**src/rtl/wrr_rank_merge.sv**
```systemverilog
// Pairs parser descriptors with WRR engine ranks and feeds matched entries to the PIFO insert port.
// Latency: rank one cycle after the request gives ins_valid two cycles after acceptance; back-pressure via desc_ready = descriptor FIFO not full.
// Optional counters under `WRR_RANK_MERGE_STATS_EN (stat_ins_count, stat_stall_count).

module wrr_rank_merge_fifo #(
    parameter int W          = 32,
    parameter int DEPTH_LOG2 = 3
) (
    input  logic                  clk,
    input  logic                  rstn,
    input  logic                  push,
    input  logic [W-1:0]          push_dat,
    input  logic                  pop,
    output logic [W-1:0]          head_dat,
    output logic                  full,
    output logic                  empty,
    output logic [DEPTH_LOG2:0]   count
);
    localparam int DEPTH = 1 << DEPTH_LOG2;

    logic [W-1:0]        mem [DEPTH];
    logic [DEPTH_LOG2:0] wr_ptr;
    logic [DEPTH_LOG2:0] rd_ptr;

    always_ff @(posedge clk) begin
        if (!rstn) begin
            wr_ptr <= '0;
            rd_ptr <= '0;
        end else begin
            if (push) begin
                wr_ptr <= wr_ptr + 1'b1;
            end
            if (pop) begin
                rd_ptr <= rd_ptr + 1'b1;
            end
        end
    end

    // Storage needs no reset; the pointers alone define which entries are live.
    always_ff @(posedge clk) begin
        if (rstn && push) begin
            mem[wr_ptr[DEPTH_LOG2-1:0]] <= push_dat;
        end
    end

    assign head_dat = mem[rd_ptr[DEPTH_LOG2-1:0]];
    assign full     = (wr_ptr[DEPTH_LOG2] != rd_ptr[DEPTH_LOG2]) &&
                      (wr_ptr[DEPTH_LOG2-1:0] == rd_ptr[DEPTH_LOG2-1:0]);
    assign empty    = (wr_ptr == rd_ptr);
    assign count    = wr_ptr - rd_ptr;
endmodule

module wrr_rank_merge #(
    parameter int CLASS_WIDTH         = 8,
    parameter int WEIGHT_WIDTH        = 16,
    parameter int DESC_WIDTH          = 32,
    parameter int RESULT_WIDTH        = 32,
    parameter int PIFO_OVERFLOW_WIDTH = 1,
    parameter int PIFO_ROUND_WIDTH    = 17,
    parameter int PIFO_ADDR_WIDTH     = 12,
    parameter int DEPTH_LOG2          = 3
) (
    input  logic                           clk,
    input  logic                           rstn,
    input  logic                           desc_valid,
    output logic                           desc_ready,
    input  logic [DESC_WIDTH-1:0]          desc_data,
    input  logic [CLASS_WIDTH-1:0]         desc_class_id,
    input  logic [WEIGHT_WIDTH-1:0]        desc_class_weight,
    output logic                           req_valid,
    output logic [CLASS_WIDTH-1:0]         req_class_id,
    output logic [WEIGHT_WIDTH-1:0]        req_class_weight,
    input  logic                           rank_valid,
    input  logic [RESULT_WIDTH-1:0]        rank_data,
    output logic                           ins_valid,
    input  logic                           ins_ready,
    output logic [RESULT_WIDTH-1:0]        ins_rank,
    output logic [DESC_WIDTH-1:0]          ins_desc,
    input  logic                           deq_valid,
    input  logic [RESULT_WIDTH-1:0]        deq_rank,
    output logic                           last_pifo_valid,
    output logic [PIFO_OVERFLOW_WIDTH-1:0] last_pifo_overflow,
    output logic [PIFO_ROUND_WIDTH-1:0]    last_pifo_round,
    output logic                           err_orphan_rank
`ifdef WRR_RANK_MERGE_STATS_EN
    ,
    output logic [31:0]                    stat_ins_count,
    output logic [31:0]                    stat_stall_count
`endif
);
    localparam int RND_LO = PIFO_ADDR_WIDTH;
    localparam int OVF_LO = PIFO_ADDR_WIDTH + PIFO_ROUND_WIDTH;

    logic                    d_full;
    logic                    d_empty;
    logic [DEPTH_LOG2:0]     d_count;
    logic [DESC_WIDTH-1:0]   d_head;
    logic                    k_full;
    logic                    k_empty;
    logic [DEPTH_LOG2:0]     k_count;
    logic [RESULT_WIDTH-1:0] k_head;
    logic                    k_push;
    logic                    orphan;
    logic                    ins_pop;

    assign desc_ready       = ~d_full;
    assign req_valid        = desc_valid & desc_ready;
    assign req_class_id     = desc_class_id;
    assign req_class_weight = desc_class_weight;

    // A rank is only legal while some accepted descriptor still lacks one.
    assign orphan  = rank_valid & (k_count == d_count);
    assign k_push  = rank_valid & ~orphan & ~k_full;

    assign ins_valid = ~d_empty & ~k_empty;
    assign ins_pop   = ins_valid & ins_ready;
    assign ins_rank  = ins_valid ? k_head : '0;
    assign ins_desc  = ins_valid ? d_head : '0;

    wrr_rank_merge_fifo #(
        .W          (DESC_WIDTH),
        .DEPTH_LOG2 (DEPTH_LOG2)
    ) u_desc_fifo (
        .clk      (clk),
        .rstn     (rstn),
        .push     (req_valid),
        .push_dat (desc_data),
        .pop      (ins_pop),
        .head_dat (d_head),
        .full     (d_full),
        .empty    (d_empty),
        .count    (d_count)
    );

    wrr_rank_merge_fifo #(
        .W          (RESULT_WIDTH),
        .DEPTH_LOG2 (DEPTH_LOG2)
    ) u_rank_fifo (
        .clk      (clk),
        .rstn     (rstn),
        .push     (k_push),
        .push_dat (rank_data),
        .pop      (ins_pop),
        .head_dat (k_head),
        .full     (k_full),
        .empty    (k_empty),
        .count    (k_count)
    );

    always_ff @(posedge clk) begin
        if (!rstn) begin
            err_orphan_rank <= 1'b0;
        end else if (orphan) begin
            err_orphan_rank <= 1'b1;
        end
    end

    always_ff @(posedge clk) begin
        if (!rstn) begin
            last_pifo_valid    <= 1'b0;
            last_pifo_overflow <= '0;
            last_pifo_round    <= '0;
        end else if (deq_valid) begin
            last_pifo_valid    <= 1'b1;
            last_pifo_overflow <= deq_rank[OVF_LO +: PIFO_OVERFLOW_WIDTH];
            last_pifo_round    <= deq_rank[RND_LO +: PIFO_ROUND_WIDTH];
        end
    end

`ifdef WRR_RANK_MERGE_STATS_EN
    always_ff @(posedge clk) begin
        if (!rstn) begin
            stat_ins_count   <= '0;
            stat_stall_count <= '0;
        end else begin
            if (ins_pop && (stat_ins_count != '1)) begin
                stat_ins_count <= stat_ins_count + 1'b1;
            end
            if (desc_valid && !desc_ready && (stat_stall_count != '1)) begin
                stat_stall_count <= stat_stall_count + 1'b1;
            end
        end
    end
`endif
endmodule

```
**config.mk**
```make
export PLATFORM = sky130hd
export DESIGN_NAME = wrr_rank_merge
export DESIGN_NICKNAME = d
export VERILOG_FILES = /design/src/rtl/wrr_rank_merge.sv
export SDC_FILE = /design/constraint.sdc
export NUM_CORES = 1
export LEC_CHECK = 0
export CORE_ASPECT_RATIO = 1.5
export CORE_MARGIN = 3
export CORE_UTILIZATION = 40
export CTS_CLUSTER_DIAMETER = 30
export DETAILED_ROUTE_END_ITERATION = 6
export PLACE_DENSITY_LB_ADDON = 0.15
export SLEW_MARGIN = 10
export SYNTH_ARGS = -nofsm -noshare
export SYNTH_HDL_FRONTEND = slang
export SYNTH_HIERARCHICAL = 1
export SYNTH_SLANG_ARGS = --single-unit
```
**constraint.sdc**
```tcl
create_clock -name clk -period 15 [get_ports clk]
set_input_delay 3 -clock clk [delete_from_list [all_inputs] [get_ports clk]]
set_output_delay 3 -clock clk [all_outputs]
set_load 0.03 [all_outputs]
```
[After elaboration in Yosys (flattened, before gate mapping)]
Memory sizes are Yosys's and may differ from the RTL's. A register that Yosys moved wholly into a read port is not among the register bits.
Cells that the tools add are included.
Word-level totals
  flip-flop bits (word level): 36
  input bits: 126
  memories: 2
  word-level logic and storage cells: 48
  bits in writable memories: 512
  output and inout port bits: 111
Operators by class
  bitwise gates (word level): 11
  add/subtract/negate cells: 6
  multiplexer cells: 10
  equality and inequality tests: 7
  reductions and logical operators: 4
Memories
  u_desc_fifo.mem: depth 8, width 32, read ports 1, clocked after Yosys merged registers in 1, write ports 1, RTL line 21  | logic [W-1:0] mem [DEPTH];
  u_rank_fifo.mem: depth 8, width 32, read ports 1, clocked after Yosys merged registers in 1, write ports 1, RTL line 21
Operators with widths (number)
  2-to-1 mux 32 bit: 2
  adder 4 x 1 -> 4 bit (second input constant): 4
  == test 4 bit: 3
  2-to-1 mux 3 bit: 4
  subtractor 4 bit: 2
  bitwise AND 1 bit: 6
  == test 3 bit: 2
  inverter 1 bit: 5
  logical AND 1 bit: 4
  2-to-1 mux 1 bit: 4
  inequality test 1 bit: 2

[Depth between registers and ports, before layout]
Gate-level depths: netlist (run 1).
  depth after elaboration: 9
  gate-level depth with buffers: 12
  depth with buffers taken out: 11

[By module]
The synthesis (run 1) kept the hierarchy.
By module, submodules not included
  wrr_rank_merge_fifo (u_rank_fifo): sequential area each 7907.6 µm², cells an instance 440, area each 10369.9 µm², instances 1
  wrr_rank_merge_fifo (u_desc_fifo): sequential area each 7907.6 µm², cells an instance 439, area each 10368.7 µm², instances 1
  wrr_rank_merge: sequential area each 400.4 µm², cells an instance 168, area each 1460.2 µm², instances 1

[Worst setup path before layout (run 1)]
Ideal clock, no wire load.
  path kind: input -> register
  start point: in desc_valid
  end point: mem u_desc_fifo.mem[0][0], enable pin
  setup time: 461 ps
  setup slack: 8359 ps
  data required time: 14539 ps
  stages on the path: 4
  data arrival time: 6180 ps
  path buffers: 1
  cell sequence: nor2b_1 -> clkbuf_1 -> nand2_1 -> nor3_1
On the way
  word-level cells in the longest chain between the ends: 4
Ends and longest elaborated chain
  start: declaration: RTL line 65  | input logic desc_valid,
  bitwise AND 1 bit: RTL line 107  | assign req_valid = desc_valid & desc_ready;
  logical AND 1 bit: RTL line 41  | if (rstn && push) begin
  2-to-1 mux 1 bit: RTL line 41
  2-to-1 mux 1 bit (not written as such): RTL line 42  | mem[wr_ptr[DEPTH_LOG2-1:0]] <= push_dat;
  end: declaration: RTL line 21
No other way between the ends.

[Worst setup path in the final report (run 1)]
  start point: in desc_valid
  end point: out req_valid
On the way
  word-level cells in the longest chain between the ends: 1
Ends and longest elaborated chain
  bitwise AND 1 bit: RTL line 107
  end: declaration: RTL line 70  | output logic req_valid,
No other way between the ends.

==> impl_metrics.env, run 1 <==
export IMPL_drt_first_pass_iters=5
export IMPL_htree_levels=3
export IMPL_grt_pass1_wl_um=69800
export IMPL_start_util_pct=40.5
export IMPL_power_frac_comb_pct=11.4
export IMPL_cts_clk_slew_worst_paths_ns=0.05
export IMPL_crit_chain="clkdlybuf4s50_1, nor2b_1, clkdlybuf4s50_1"
export IMPL_mostFrequentLayoutCells="edfxtp_1 (512), clkdlybuf4s50_1 (174), clkbuf_16 (94)"
export IMPL_yosys_warnings=6
export IMPL_p_sw_uw=998
export IMPL_hp_class="flip-flop to flip-flop"
export IMPL_cts_resized=0
export IMPL_crit_path_top_delay_cell="clkdlybuf4s50_1"
export IMPL_finalClockSkew_ns=0.0138
export IMPL_synthSimpleGateAreaFrac_pct=3.92
export IMPL_run_status="finished clean"
export IMPL_fin_hold_ws_ns=0.461
export IMPL_synth_compound_area_share_pct=0.203
export IMPL_synth_fp_nets=1185
export IMPL_drc=0
export IMPL_irDropWorstVdd_v=0.000135
export IMPL_drt_wl_total_um=46200
export IMPL_first_iter_violations=324
export IMPL_fmax_ghz=0.129
export IMPL_clock_sinks=554
export IMPL_min_period_ns=7.76
export IMPL_cts_buffers=90
export IMPL_grt_max_degree=65
export IMPL_synth_adder_area_share_pct=0.744
export IMPL_post_route_util_pct=50.5
export IMPL_whs_path_depth=1
export IMPL_cp_depth=3
export IMPL_synth_xor_area_share_pct=0.789
export IMPL_io_buffer_count=174
export IMPL_dp_cells=1863
export IMPL_clock_path_buffers=3
export IMPL_antenna_left=0
export IMPL_nets=1398
export IMPL_muxShareOfSynthArea_pct=18.6
export IMPL_critical_path_required_ns=12.00
export IMPL_dieArea_sq_um=58400
export IMPL_cp_common_cell="clkdlybuf4s50_1"
export IMPL_syn_mean_instance_area_sq_um=21.2
export IMPL_finalSetupViolations=0
export IMPL_core_sq_um=54800
export IMPL_synth_seq_area_share_pct=73.0
export IMPL_final_common_cell="edfxtp_1"
export IMPL_cp_start_kind="primary input"
export IMPL_worst_pin_slew_ns=1.15
export IMPL_ios=237
export IMPL_end_kind="output port"
export IMPL_drive_gt1_share_pct=23.2
export IMPL_setup_tns_final_ns=0
export IMPL_synth_top_family_by_area="multiplexers"
export IMPL_fp_dieW_um=198
export IMPL_slew_headroom_pct=23.2
export IMPL_critPathBufInv=2
export IMPL_synth_flop_cell="edfxtp_1"
export IMPL_overflow=0
export IMPL_dpl_cell_area_sq_um=24600
export IMPL_root_buffer="clkbuf_16"
export IMPL_seqPwrFrac_pct=40.7
export IMPL_synth_edf_count=512
export IMPL_crit_type="primary input to output port"
export IMPL_async_flop_share_pct=0
export IMPL_period_share_pct=51.7
export IMPL_hold_buffers=0
export IMPL_grt_pass1_vias=11500
export IMPL_final_cell_count_no_fill=2028
export IMPL_rsz0062_at_grt="no"
export IMPL_synth_seq_cells=554
export IMPL_cp_max_fo=8
export IMPL_cts_tree="done"
export IMPL_dpl_hpwl_um=24500
export IMPL_clk_latency_ns=0.60
export IMPL_cp_data_arrival_time_ns=4.76
export IMPL_cpLargestDelayFamily="buffers and inverters"
export IMPL_power_leakage_uw=0.00908
export IMPL_die_y_um=295
export IMPL_maxCapViolations=0
export IMPL_rows=105
export IMPL_finish_instance_area_sq_um=27700
export IMPL_antenna_found_initial=3
export IMPL_power_density_nw_per_um2=157
export IMPL_area_delta_synth_final_pct=24.6
export IMPL_swShare_pct=23.0
export IMPL_worstRegToRegCells=10
export IMPL_finalHoldViolCount=0
export IMPL_grt_usage_pct=16.0
export IMPL_drt_vias_per_instance=5.20
export IMPL_p_clk_share_pct=47.9
export IMPL_synth_cell_types=32
export IMPL_synth_area_sq_um=22200
export IMPL_place_congestion=0.686
export IMPL_postSynthCellCount=1047
export IMPL_slew_violations=0
export IMPL_intPower_uw=3340
export IMPL_routedWlPerCell_um=22.8
export IMPL_vias=10500
export IMPL_slowest_delay_ns=0.80
export IMPL_cts_setup_buffers=0
metal layers:
| metal | part of all wire (%) | global-route usage, % | vias to the layer above | wire length, um |
|---|---|---|---|---|
| li1 | - | - | 4696 | - |
| met1 | 39 | 18.9 | 5512 | 18000 |
| met2 | 54 | 28.5 | 284 | 24900 |
| met5 | 0.028 | 0 | - | 13 |
| met3 | 5.7 | 4.01 | 55 | 2610 |
| met4 | 1.6 | 5.37 | 2 | 728 |
worst register-to-register path, stage by stage, from the launching register on:
cell and delay, ns:
dfxtp_1 0.56, ha_1 0.35, nor2b_1 0.16, a221oi_1 0.31, xor2_1 0.21, xor2_1 0.19
nor4_2 0.08, nor3b_1 0.64, nand3_1 0.37, nor2_4 0.16, buf_4 0.52
through the flow:
step | total power [uW] | worst slack (ns)
2_1_floorplan | 2130 | 8.36
3_3_place_gp | 2300 | 7.24
3_5_place_dp | 2310 | 7.21
4_1_cts | 4410 | 7.21
5_1_grt | 4510 | 7.16
6_report | 4340 | 7.24
synth_stat cells, types with 4 or more instances:
master / n / area share (%)
and2_1: 78 / 2.2
buf_6: 20 / 1.0
xor2_1: 9 / 0.36
mux2i_1: 22 / 0.99
nor2b_1: 26 / 0.73
nand3_1: 4 / 0.090
edfxtp_1: 512 / 69
clkbuf_1: 14 / 0.24
mux4_1: 80 / 9.5
buf_2: 14 / 0.32
nor2_1: 7 / 0.12
xnor2_1: 11 / 0.43
mux2_2: 64 / 3.2
nand4_1: 4 / 0.11
nand2_1: 13 / 0.22
mux4_2: 48 / 4.9
buf_1: 5 / 0.085
ha_1: 10 / 0.56
buf_4: 24 / 0.81
nor3_1: 12 / 0.27
dfxtp_1: 42 / 3.8
inv_1: 15 / 0.25
kinds of logic after synthesis:
| logic type | Yosys count |
|---|---|
| flops | 554 |
| mux | 214 |
| simple gates | 149 |
| buf+inv | 92 |
| xor+xnor | 20 |
| fa+ha+maj | 12 |
| compound gates | 6 |
sequential cells by signal (all words and copies together), names as in the netlist, named ones only:
signal and count:
u_rank_fifo/wr_ptr 4, u_desc_fifo/mem 256, u_rank_fifo/mem 256, last_pifo_valid 1, u_desc_fifo/rd_ptr 4, last_pifo_round 17
last_pifo_overflow 1, u_rank_fifo/rd_ptr 4, u_desc_fifo/wr_ptr 4, err_orphan_rank 1
power by group through the flow:
| stage | Combinational, uW | Sequential (uW) | Clock (uW) |
|---|---|---|---|
| floorplan | 339 | 1800 | 0 |
| global placement | 503 | 1800 | 0 |
| detailed placement | 506 | 1800 | 0 |
| CTS | 509 | 1770 | 2130 |
| global route | 534 | 1770 | 2200 |
| finish | 494 | 1770 | 2080 |
path summary, 6_finish.rpt:
kind,slack [ns],end,start
min reg2reg,0.46,last_pifo_valid,last_pifo_valid
max,7.24,req_valid,desc_valid
max reg2reg,11.05,u_rank_fifo/mem[7][14],u_desc_fifo/wr_ptr[2]
min,0.46,last_pifo_valid,last_pifo_valid
final cells by class:
class,count,area (sq um)
Antenna cell,2,5.00
Clock buffer,102,2380
Clock inverter,61,729
Fill cell,4471,27100
Inverter,15,56.3
Multi-Input combinational cell,401,5480
Sequential cell,554,16200
Tap cell,695,870
Timing Repair Buffer,198,1920
Power figures use the tool's default switching activity.
==> run 2: changes to the inputs <==
==> constraint.sdc (replaced) <==
create_clock -name clk -period 8.05 [get_ports clk]
set_input_delay 1.61 -clock clk [delete_from_list [all_inputs] [get_ports clk]]
set_output_delay 1.61 -clock clk [all_outputs]
set_load 0.03 [all_outputs]
==> impl_metrics.env, run 2 (synthesis results as in run 1) <==
export IMPL_drive_gt1_share_pct=23.2
export IMPL_post_route_util_pct=50.5
export IMPL_worstRegToRegCells=10
export IMPL_period_share_pct=67.7
export IMPL_drt_first_pass_iters=7
export IMPL_fp_dieW_um=198
export IMPL_mostFrequentLayoutCells="edfxtp_1 (512), clkdlybuf4s50_1 (174), clkbuf_16 (93)"
export IMPL_grt_pass1_vias=11400
export IMPL_fmax_ghz=0.184
export IMPL_slew_headroom_pct=24.4
export IMPL_min_to="last_pifo_valid"
export IMPL_cp_start_kind="flip-flop"
export IMPL_n_fill_cell=4434
export IMPL_min_from="last_pifo_valid"
export IMPL_setup_tns_final_ns=0
export IMPL_cts_tree="done"
export IMPL_r2r_setup_slack_ns=4.10
export IMPL_area_delta_synth_final_pct=24.7
export IMPL_hold_buffers=0
export IMPL_end_kind="output port"
export IMPL_intPower_uw=6200
export IMPL_clk_latency_ns=0.60
export IMPL_grt_usage_pct=15.7
export IMPL_swShare_pct=23.3
export IMPL_grt_pass1_wl_um=68700
export IMPL_finalHoldViolCount=0
export IMPL_root_buffer="clkbuf_16"
export IMPL_htree_levels=3
export IMPL_vias=10500
export IMPL_rows=105
export IMPL_rsz0062_at_grt="no"
export IMPL_fin_hold_ws_ns=0.453
export IMPL_min_period_ns=5.45
export IMPL_p_clk_share_pct=47.9
export IMPL_nets=1399
export IMPL_finalSetupViolations=0
export IMPL_clock_sinks=554
export IMPL_slew_violations=0
export IMPL_clock_path_buffers=3
export IMPL_reg2reg_from="u_desc_fifo/wr_ptr[2]"
export IMPL_critical_path_required_ns=6.44
export IMPL_irDropWorstVdd_v=0.000208
export IMPL_ios=237
export IMPL_final_common_cell="edfxtp_1"
export IMPL_core_sq_um=54800
export IMPL_antenna_found_initial=7
export IMPL_whs_path_depth=1
export IMPL_start_util_pct=40.5
export IMPL_drt_vias_per_instance=5.14
export IMPL_finalPower_uw=8080
export IMPL_cts_resized=0
export IMPL_dpl_hpwl_um=24300
export IMPL_first_iter_violations=477
export IMPL_crit_type="flip-flop to output port"
export IMPL_dieArea_sq_um=58400
export IMPL_hp_class="flip-flop to flip-flop"
export IMPL_power_frac_comb_pct=11.2
export IMPL_die_y_um=295
export IMPL_io_buffer_count=174
export IMPL_antenna_left=0
export IMPL_grt_max_degree=65
export IMPL_cts_setup_buffers=0
export IMPL_maxCapViolations=0
export IMPL_reg2reg_to="u_rank_fifo/mem[0][18]"
export IMPL_p_sw_uw=1880
export IMPL_finalClockSkew_ns=0.0148
export IMPL_seqPwrFrac_pct=41.0
export IMPL_cts_buffers=91
export IMPL_place_congestion=0.692
export IMPL_power_leakage_uw=0.00910
export IMPL_cp_data_arrival_time_ns=3.84
export IMPL_drc=0
export IMPL_drt_wl_total_um=45400
export IMPL_cts_clk_slew_worst_paths_ns=0.05
export IMPL_power_density_nw_per_um2=292
export IMPL_cp_max_fo=53
export IMPL_worst_pin_slew_ns=1.13
export IMPL_run_status="finished clean"
export IMPL_routedWlPerCell_um=22.3
export IMPL_overflow=0
[run 2: cell types whose count changed in the layout (fill, tap and decap cells not counted), sizes merged]
cell and change:
bufinv -1, clkinvlp -4, diode +2, inv +11
[run 2: power by group through the flow]
stage / combinational [uW] / sequential, uW / clock (uW)
6_report: 903 / 3310 / 3870
5_1_grt: 977 / 3320 / 4090
4_1_cts: 928 / 3310 / 3960
3_5_place_dp: 923 / 3370 / 0
3_3_place_gp: 918 / 3360 / 0
2_1_floorplan: 631 / 3350 / 0
[run 2: stage by stage]
step | cells | setup WS, ns | area [sq um]
finish | 2036 | 2.60 | 27700
global route | 2033 | 2.35 | 27700
CTS | 2032 | 2.45 | 27700
detailed placement | 1863 | 3.02 | 24600
global placement | 1863 | 3.04 | 24600
floorplan | 1047 | 2.80 | 22200
[run 2: how the worst max path moves through the flow]
stage	slack, ns	endpoint	depth (start not counted)	start
after floorplan	2.80	u_desc_fifo/mem[0][0]	4	desc_valid
after global placement	3.04	req_valid	3	desc_valid
after detailed placement	3.02	req_valid	3	desc_valid
after CTS	2.45	ins_rank[29]	7	u_rank_fifo/wr_ptr[2]
after global routing	2.35	ins_rank[24]	7	u_rank_fifo/wr_ptr[2]
final	2.60	ins_rank[29]	7	u_rank_fifo/wr_ptr[2]
[run 2: worst max-delay path, cell delays in order, from the launching register on]
cell             delay [ns]
dfxtp_1                0.56
ha_1                   0.35
nand3_1                0.13
nor2_1                 0.07
nor2_4                 0.43
buf_4                  0.63
and2_1                 0.29
clkdlybuf4s50_1        0.69
[run 2: cell type report]
class	count	area, sq um	area share (%)
antenna	4	10.0	0.0362
timing repair buffer	198	1920	6.94
clock buffer	102	2360	8.53
multi-input combinational	401	5480	19.8
clock inverter	67	762	2.75
sequential	554	16200	58.6
inverter	15	56.3	0.203
tap	695	870	3.14
[run 2: layer usage]
| layer | GRT usage (%) | wire [um] | up-vias |
|---|---|---|---|
| met4 | 5.46 | 826 | 8 |
| li1 | - | - | 4714 |
| met5 | 0 | 57 | - |
| met1 | 18.2 | 17700 | 5402 |
| met2 | 28.1 | 24000 | 268 |
| met3 | 4.21 | 2880 | 72 |
==> run 3: changes to the inputs <==
==> constraint.sdc (replaced) <==
create_clock -name clk -period 5.2 [get_ports clk]
set_input_delay 1.04 -clock clk [delete_from_list [all_inputs] [get_ports clk]]
set_output_delay 1.04 -clock clk [all_outputs]
set_load 0.03 [all_outputs]
==> impl_metrics.env, run 3 (synthesis results as in run 1) <==
export IMPL_run_status="finished clean"
export IMPL_mostFrequentLayoutCells="edfxtp_1 (512), clkdlybuf4s50_1 (174), clkbuf_16 (91)"
export IMPL_die_y_um=295
export IMPL_post_route_util_pct=50.8
export IMPL_rsz0062_at_grt="no"
export IMPL_intPower_uw=9870
export IMPL_clk_latency_ns=0.60
export IMPL_slew_headroom_pct=26.2
export IMPL_grt_pass1_vias=11500
export IMPL_swShare_pct=22.4
export IMPL_p_clk_share_pct=48.6
export IMPL_clock_path_buffers=3
export IMPL_fp_dieW_um=198
export IMPL_worst_slack_ns=0.785
export IMPL_place_ws_ns=1.20
export IMPL_grt_max_degree=65
export IMPL_cts_clk_slew_worst_paths_ns=0.05
export IMPL_grt_pass1_wl_um=69300
export IMPL_grt_usage_pct=15.8
export IMPL_cp_start_kind="flip-flop"
export IMPL_finalClockSkew_ns=0.0147
export IMPL_n_fill_cell=4433
export IMPL_io_buffer_count=174
export IMPL_rows=105
export IMPL_hp_class="flip-flop to flip-flop"
export IMPL_slew_violations=0
export IMPL_routedWlPerCell_um=22.5
export IMPL_min_period_ns=4.42
export IMPL_cts_tree="done"
export IMPL_drt_wl_total_um=45800
export IMPL_nets=1402
export IMPL_maxCapViolations=0
export IMPL_cts_buffers=89
export IMPL_area_delta_synth_final_pct=25.4
export IMPL_p_sw_uw=2850
export IMPL_power_leakage_uw=0.00917
export IMPL_place_congestion=0.662
export IMPL_cts_setup_buffers=0
export IMPL_dieArea_sq_um=58400
export IMPL_hold_buffers=0
export IMPL_clock_sinks=554
export IMPL_period_share_pct=84.9
export IMPL_end_kind="output port"
export IMPL_fin_hold_ws_ns=0.460
export IMPL_cts_resized=0
export IMPL_irDropWorstVdd_v=0.000464
export IMPL_vias=10500
export IMPL_finalSetupViolations=0
export IMPL_root_buffer="clkbuf_16"
export IMPL_power_density_nw_per_um2=457
export IMPL_core_sq_um=54800
export IMPL_first_iter_violations=456
export IMPL_seqPwrFrac_pct=40.1
export IMPL_power_frac_comb_pct=11.3
export IMPL_antenna_left=0
export IMPL_final_common_cell="edfxtp_1"
export IMPL_cp_data_arrival_time_ns=3.38
export IMPL_antenna_found_initial=2
export IMPL_fmax_ghz=0.226
export IMPL_drive_gt1_share_pct=23.3
export IMPL_crit_type="flip-flop to output port"
export IMPL_htree_levels=3
export IMPL_drt_first_pass_iters=4
export IMPL_drc=0
export IMPL_dpl_hpwl_um=25100
export IMPL_finalHoldViolCount=0
export IMPL_drt_vias_per_instance=5.15
export IMPL_ios=237
export IMPL_overflow=0
export IMPL_cp_max_fo=18
export IMPL_critical_path_required_ns=4.16
export IMPL_start_util_pct=40.5
export IMPL_setup_tns_final_ns=0
export IMPL_worst_pin_slew_ns=1.10
-- run 3: cell types whose count changed in the layout (fill, tap and decap cells not counted), sizes merged, moves of 2 or more --
| cell | previous run | this run |
|---|---|---|
| buf | 24 | 29 |
| diode | 4 | 2 |
| inv | 33 | 24 |
| bufinv | 12 | 19 |
-- run 3: power by group through the flow --
stage | Sequential (uW) | Combinational (uW) | Clock [uW]
floorplan | 5180 | 977 | 0
global placement | 5190 | 1470 | 0
detailed placement | 5200 | 1480 | 0
CTS | 5110 | 1480 | 6330
global route | 5120 | 1560 | 6530
finish | 5110 | 1440 | 6180
-- run 3: critical path, cell delays in order (launching register included) --
cell and delay (ns):
dfxtp_1 0.57, ha_1 0.35, nand3_1 0.13, nor2_1 0.08
nor2_4 0.45, buf_4 0.33, and2_1 0.18, clkdlybuf4s50_1 0.68
-- run 3: worst paths after layout --
kind                            slack, ns                  start                      to  cells past startpoint
worst max-delay path                 0.78  u_rank_fifo/wr_ptr[2]             ins_rank[7]                      7
worst min-delay path                 0.46        last_pifo_valid         last_pifo_valid                      1
worst max register to register       1.25  u_desc_fifo/wr_ptr[2]  u_rank_fifo/mem[2][27]                     10
worst min register to register       0.46        last_pifo_valid         last_pifo_valid                      1
-- run 3: cell type report --
cell class	count	area, sq um	share of cell area (%)
flip-flops and latches	554	16200	58.3
multi-input cells	401	5480	19.7
clock buffers	101	2310	8.31
repair buffers	203	2020	7.26
clock inverters	63	873	3.14
well taps	695	870	3.12
inverters	15	56.3	0.202
diodes	2	5.00	0.0180
-- run 3: metal layers --
metal / vias to the layer above / GRT usage (%) / share of wire [%]
li1: 4711 / - / -
met1: 5421 / 18.7 / 39
met2: 268 / 28.6 / 54
met3: 73 / 3.46 / 5.1
met4: 2 / 5.34 / 2.0
met5: - / 0 / 0.028
-- run 3: per-stage QoR --
stage,std cells,area [sq um],power [uW]
after detailed placement,1868,24700,6680
after floorplan,1047,22200,6160
final,2034,27800,12700
after global routing,2032,27800,13200
after global placement,1868,24700,6660
after CTS,2032,27800,12900
